$ cat config.mk
export PLATFORM = sky130hd
export DESIGN_NAME = gpio_irq_ctrl
export DESIGN_NICKNAME = d
export VERILOG_FILES = /design/src/rtl/gpio_irq_ctrl.sv
export SDC_FILE = /design/constraint.sdc
export NUM_CORES = 1
export LEC_CHECK = 0
export CORE_AREA = 5 5 82 92
export CTS_BUF_LIST = sky130_fd_sc_hd__clkbuf_16
export CTS_CLUSTER_SIZE = 30
export DETAILED_ROUTE_END_ITERATION = 8
export DIE_AREA = 0 0 87 97
export MAX_ROUTING_LAYER = met4
export PLACE_DENSITY_LB_ADDON = 0.12
export SKIP_CTS_REPAIR_TIMING = 1
export SYNTH_ARGS = -nofsm -noshare
export SYNTH_HDL_FRONTEND = slang
export SYNTH_SLANG_ARGS = --single-unit
$ cat constraint.sdc
create_clock -name clk -period 1.7 [get_ports clk]
set_clock_uncertainty 0.1 [all_clocks]
set_input_delay 0.255 -clock clk [delete_from_list [all_inputs] [get_ports clk]]
set_output_delay 0.255 -clock clk [all_outputs]
set_load 0.02 [all_outputs]
$ cat src/rtl/gpio_irq_ctrl.sv
// 16-pin GPIO: combinational pad drive, 2-flop input sync, optional debounce (GPIO_DEBOUNCE_EN), sticky edge IRQs.
// Latency: pinstate after 2 edges (6 debounced), pending on the next edge; no backpressure, irq_clear is W1C.
module gpio_irq_ctrl (
   input  logic        clk,
   input  logic        reset,
   input  logic [15:0] gpio_pad_in,
   input  logic [15:0] rf_gpio_datareg,
   input  logic [15:0] rf_gpio_tristate,
   input  logic [15:0] rf_gpio_interrupt_mask,
   input  logic [15:0] irq_clear,
   output logic [15:0] gpio_pad_out,
   output logic [15:0] gpio_pad_oe,
   output logic [15:0] ro_gpio_pinstate,
   output logic [15:0] irq_pending,
   output logic        irq
);

   logic [15:0] sync1_q;
   logic [15:0] sync2_q;
   logic [15:0] prev_q;
   logic [15:0] irq_pending_q;
   logic [15:0] irq_pending_d;
   logic [15:0] level;
   logic [15:0] edge_det;
   logic [2:0]  armed_q;
   logic        armed_full;

   assign gpio_pad_out = rf_gpio_datareg;
   assign gpio_pad_oe  = ~rf_gpio_tristate;

   always_ff @(posedge clk or negedge reset) begin
      if (!reset) begin
         sync1_q <= '0;
         sync2_q <= '0;
      end else begin
         sync1_q <= gpio_pad_in;
         sync2_q <= sync1_q;
      end
   end

`ifdef GPIO_DEBOUNCE_EN
   logic [15:0]       stable_q;
   logic [15:0]       stable_d;
   logic [15:0][1:0]  cnt_q;
   logic [15:0][1:0]  cnt_d;

   // A pin must disagree with its stable value for 4 straight cycles to flip.
   always_comb begin
      stable_d = stable_q;
      cnt_d    = '0;
      for (int i = 0; i < 16; i++) begin
         if (sync2_q[i] != stable_q[i]) begin
            if (cnt_q[i] == 2'd3) begin
               stable_d[i] = sync2_q[i];
            end else begin
               cnt_d[i] = cnt_q[i] + 2'd1;
            end
         end
      end
   end

   always_ff @(posedge clk or negedge reset) begin
      if (!reset) begin
         stable_q <= '0;
         cnt_q    <= '0;
      end else begin
         stable_q <= stable_d;
         cnt_q    <= cnt_d;
      end
   end

   assign level = stable_q;
`else
   assign level = sync2_q;
`endif

   // Masks the spurious edge seen while prev catches up with the pads after reset.
   assign armed_full = &armed_q;
   assign edge_det   = level ^ prev_q;

   always_comb begin
      irq_pending_d = (irq_pending_q & ~irq_clear)
                    | (edge_det & rf_gpio_interrupt_mask & {16{armed_full}});
   end

   always_ff @(posedge clk or negedge reset) begin
      if (!reset) begin
         prev_q        <= '0;
         armed_q       <= '0;
         irq_pending_q <= '0;
      end else begin
         prev_q        <= level;
         armed_q       <= {armed_q[1:0], 1'b1};
         irq_pending_q <= irq_pending_d;
      end
   end

   assign ro_gpio_pinstate = level;
   assign irq_pending      = irq_pending_q;
   assign irq              = |irq_pending_q;

endmodule

Yosys cells after proc, flatten, opt, wreduce, memory -nomap -nowiden
Cells that the tools add are included.
{"block": "word_totals", "register_bits": 67, "out_inout_bits": 65, "in_bits": 82}
{"block": "classes", "bitwise": 7, "reduce_logical": 2}
{"cell": "$and 16x16->16", "count": 3}
{"cell": "$not 16->16", "count": 2}
{"cell": "$or 16x16->16", "count": 1}
{"cell": "$reduce_or 16->1", "count": 1}
{"cell": "$xor 16x16->16", "count": 1}
{"cell": "$reduce_and 3->1", "count": 1}

Depth between registers and ports, before layout
{"block": "logic_depth", "word_depth": 4, "depth_mapped": 4}

Worst setup path before layout
No wires, ideal clock.
{"block": "synth_timing", "path_kind": "register -> output", "start": "reg irq_pending_q[2] (netlist: irq_pending[2])", "end": "out irq", "required_ns": 1.345, "path_stages_with_launch": 3, "slack_ns": 0.357, "n_path_buf": 0, "arrival_time_ns": 0.988, "path_cell_list": "dfrtp_1 nor4_1 nand4_1"}
{"block": "synth_between", "elab_chain_len": 1}
{"element": "start, declared", "line_no": "21", "text": "logic [15:0] irq_pending_q;"}
{"element": "start signal, assigned", "line_no": "94", "text": "irq_pending_q <= irq_pending_d;"}
{"element": "$reduce_or 16->1", "line_no": "100", "text": "assign irq = |irq_pending_q;"}
{"element": "end, declared", "line_no": "15", "text": "output logic irq"}
Every way passes these cells.

Final worst setup path
{"block": "layout_timing", "start": "reg irq_pending_q[13] (netlist: irq_pending[13])", "end": "out irq"}
The elaborated chain is that of the path after synthesis.

==> impl_metrics.tcl <==
set metrics [dict create \
    synth_seq_cells 67 \
    antenna_cells 0 \
    grt_usage_pct 14.00 \
    final_common_cell "clkdlybuf4s50_1" \
    overflow 0 \
    via_count 1578 \
    design_area_um2 3875 \
    synth_top_cell_area_share_pct 73.71 \
    dp_hpwl_um 4197 \
    critPathLaunchType "flip-flop" \
    placement.io_buffers 114 \
    min_period_ns 1.791 \
    period_share_pct 105.4 \
    wl_per_cell_um 14.72 \
    maxCapViolCount 0 \
    coreArea_um2 6477 \
    ant_nets 0 \
    critPathMaxFanout 2 \
    final_nets 365 \
    placed_cell_area_um2 3532 \
    hp-class "reg -> reg" \
    worstMarginPinSlew_ns 0.6999 \
    cts_max_level 3 \
    num_io_pins 147 \
    layout_common_cells "81 x clkdlybuf4s50_1, 67 x dfrtp_1, 32 x inv_1, 31 x dlymetal6s2s_1, 18 x buf_4" \
    ys_seq_area_share_pct 73.71 \
    drtIter0Drc 66 \
    clockBufferDepth 2 \
    multi_input_area_um2 354.1 \
    worst_ep_arrival_time_ns 1.44 \
    syn-cell-area_um2 2275 \
    design.die.area_um2 8439 \
    grt_setup_unrepaired "true" \
    seq_area_um2 1677 \
    vias_per_cell 4.288 \
    n_fill_cell 513 \
    cts_buffers 9 \
    report.final.slew_viol_count 0 \
    finalHoldViolations 0 \
    drc 0 \
    die_x_um 87 \
    die_h_um 97 \
    criticalPathCategory "reg -> out" \
    clockRootBuffer "clkbuf_16" \
    max_freq_mhz 558.2 \
    area_growth_pct 70.35 \
    relSlewSlack_pct 53.34 \
    critPathCaptureType "primary output" \
    synth_warnings 0 \
    leakage_uw 0.002196 \
    synthDistinctLibCells 11 \
    grt_pass1_wl_um 8700 \
    layout_setup_ws_ns -0.09149 \
    status "complete, but fails checks" \
    synth.area.top_cells "dfrtp_1 74%, a32o_1 7.0%, xor2_1 6.2%" \
    rows 31 \
    syn_avg_cell_area_um2 14.58 \
    crit_required_ns 1.34 \
    synthesis.nets 238 \
    antenna_found_initial 0 \
    start_util_pct 35.12 \
    ir_drop_v 0.0005701 \
    place.gp.congestion 0.7295 \
    drt_wl_total_um 5416 \
    cts_sinks 67 \
    powerDensity_nw_per_um2 964.6 \
    insertion_delay_ns 0.31 \
    firstDrtPassIters 4 \
    place_ws_ns -0.2563 \
    yosys.area.top_type "dfrtp_1" \
    post-route-util_pct 59.82 \
    setup_viol 1 \
    grt_max_degree 68 \
    final_layout_size_suffix_gt1_share_pct 12.24 \
    grt_pass1_vias 1710 \
    clk_pin_slew_worst_paths_ns 0.05 \
    violations "negative setup slack" \
    cts_tree "done" \
    netlist_instances 156 \
]
## synthesized netlist by cell type
cell type and n:
a32o_1 16, xor2_1 16, and3_1 1, nand4_1 1, conb_1 1, inv_1 32, dfrtp_1 67, buf_6 1
buf_4 16, clkbuf_2 1, nor4_1 4
## worst max-delay path: stages (launching register included)
cell and delay [ns]:
dfrtp_1 0.38, nor4_2 0.29, buf_4 0.15, nand4_1 0.10, buf_2 0.20
## flip-flops by register name, indices dropped and copies added (netlist names)
signal and cells:
irq_pending 16, sync1_q 16, ro_gpio_pinstate 16, armed_q 3, prev_q 16
## through the flow
step / instances / TNS, ns / power (uW) / hold WS (ns)
2_1_floorplan: 156 / 0 / 1942 / -0.1406
3_3_place_gp: 353 / -0.2432 / 2249 / 0.1961
3_5_place_dp: 353 / -0.2781 / 2254 / 0.1988
4_1_cts: 367 / -1.338 / 3803 / -0.1398
5_1_grt: 368 / -0.1795 / 3910 / 0.2523
6_report: 368 / -0.09149 / 3738 / 0.2440
## cells by family after synthesis
| family | count (synthesis) | share of synthesized area, % |
|---|---|---|
| AO/OA/AOI/OAI | 16 | 7.041 |
| XOR/XNOR | 16 | 6.160 |
| buffers and inverters | 50 | 11.28 |
| flip-flops | 67 | 73.71 |
| other | 1 | 0.1649 |
| AND/OR/NAND/NOR | 6 | 1.650 |
## final timing paths
path | cells past startpoint | from | end | slack, ns
max | 4 | irq_pending[13]$_DFF_PN0_ | irq | -0.09
min | 0 | sync1_q[8]$_DFF_PN0_ | ro_gpio_pinstate[8]$_DFF_PN0_ | 0.24
max reg2reg | 2 | armed_q[0]$_DFF_PN0_ | irq_pending[10]$_DFF_PN0_ | 0.29
min reg2reg | 0 | sync1_q[8]$_DFF_PN0_ | ro_gpio_pinstate[8]$_DFF_PN0_ | 0.24
max in group asynchronous | 3 | reset | sync1_q[10]$_DFF_PN0_ | 0.84
min in group asynchronous | 3 | reset | ro_gpio_pinstate[2]$_DFF_PN0_ | 0.38
## power breakdown
group          leakage (uW)  switching [uW]  internal, uW
sequential         0.000814            40.6          1680
combinational       0.00126             201           290
clock              0.000126             583           948
## metal layers
layer | global-route usage, % | up-vias | wire length, um | part of all wire [%]
met5 | - | - | 0 | 0
met4 | 10.55 | 0 | 343 | 6.3
met3 | 4.418 | 37 | 540 | 10
met2 | 22.38 | 76 | 2697 | 50
met1 | 13.89 | 723 | 1834 | 34
li1 | - | 742 | - | -
## layout make-up
type	count	share of cell area, %
multi-input cells	39	9.138
clock buffers	9	5.812
repair buffers	134	35.45
flip-flops and latches	67	43.27
inverters	32	3.100
clock inverters	5	0.5812
well taps	82	2.648
No activity file was read; power rests on OpenSTA's default activity.
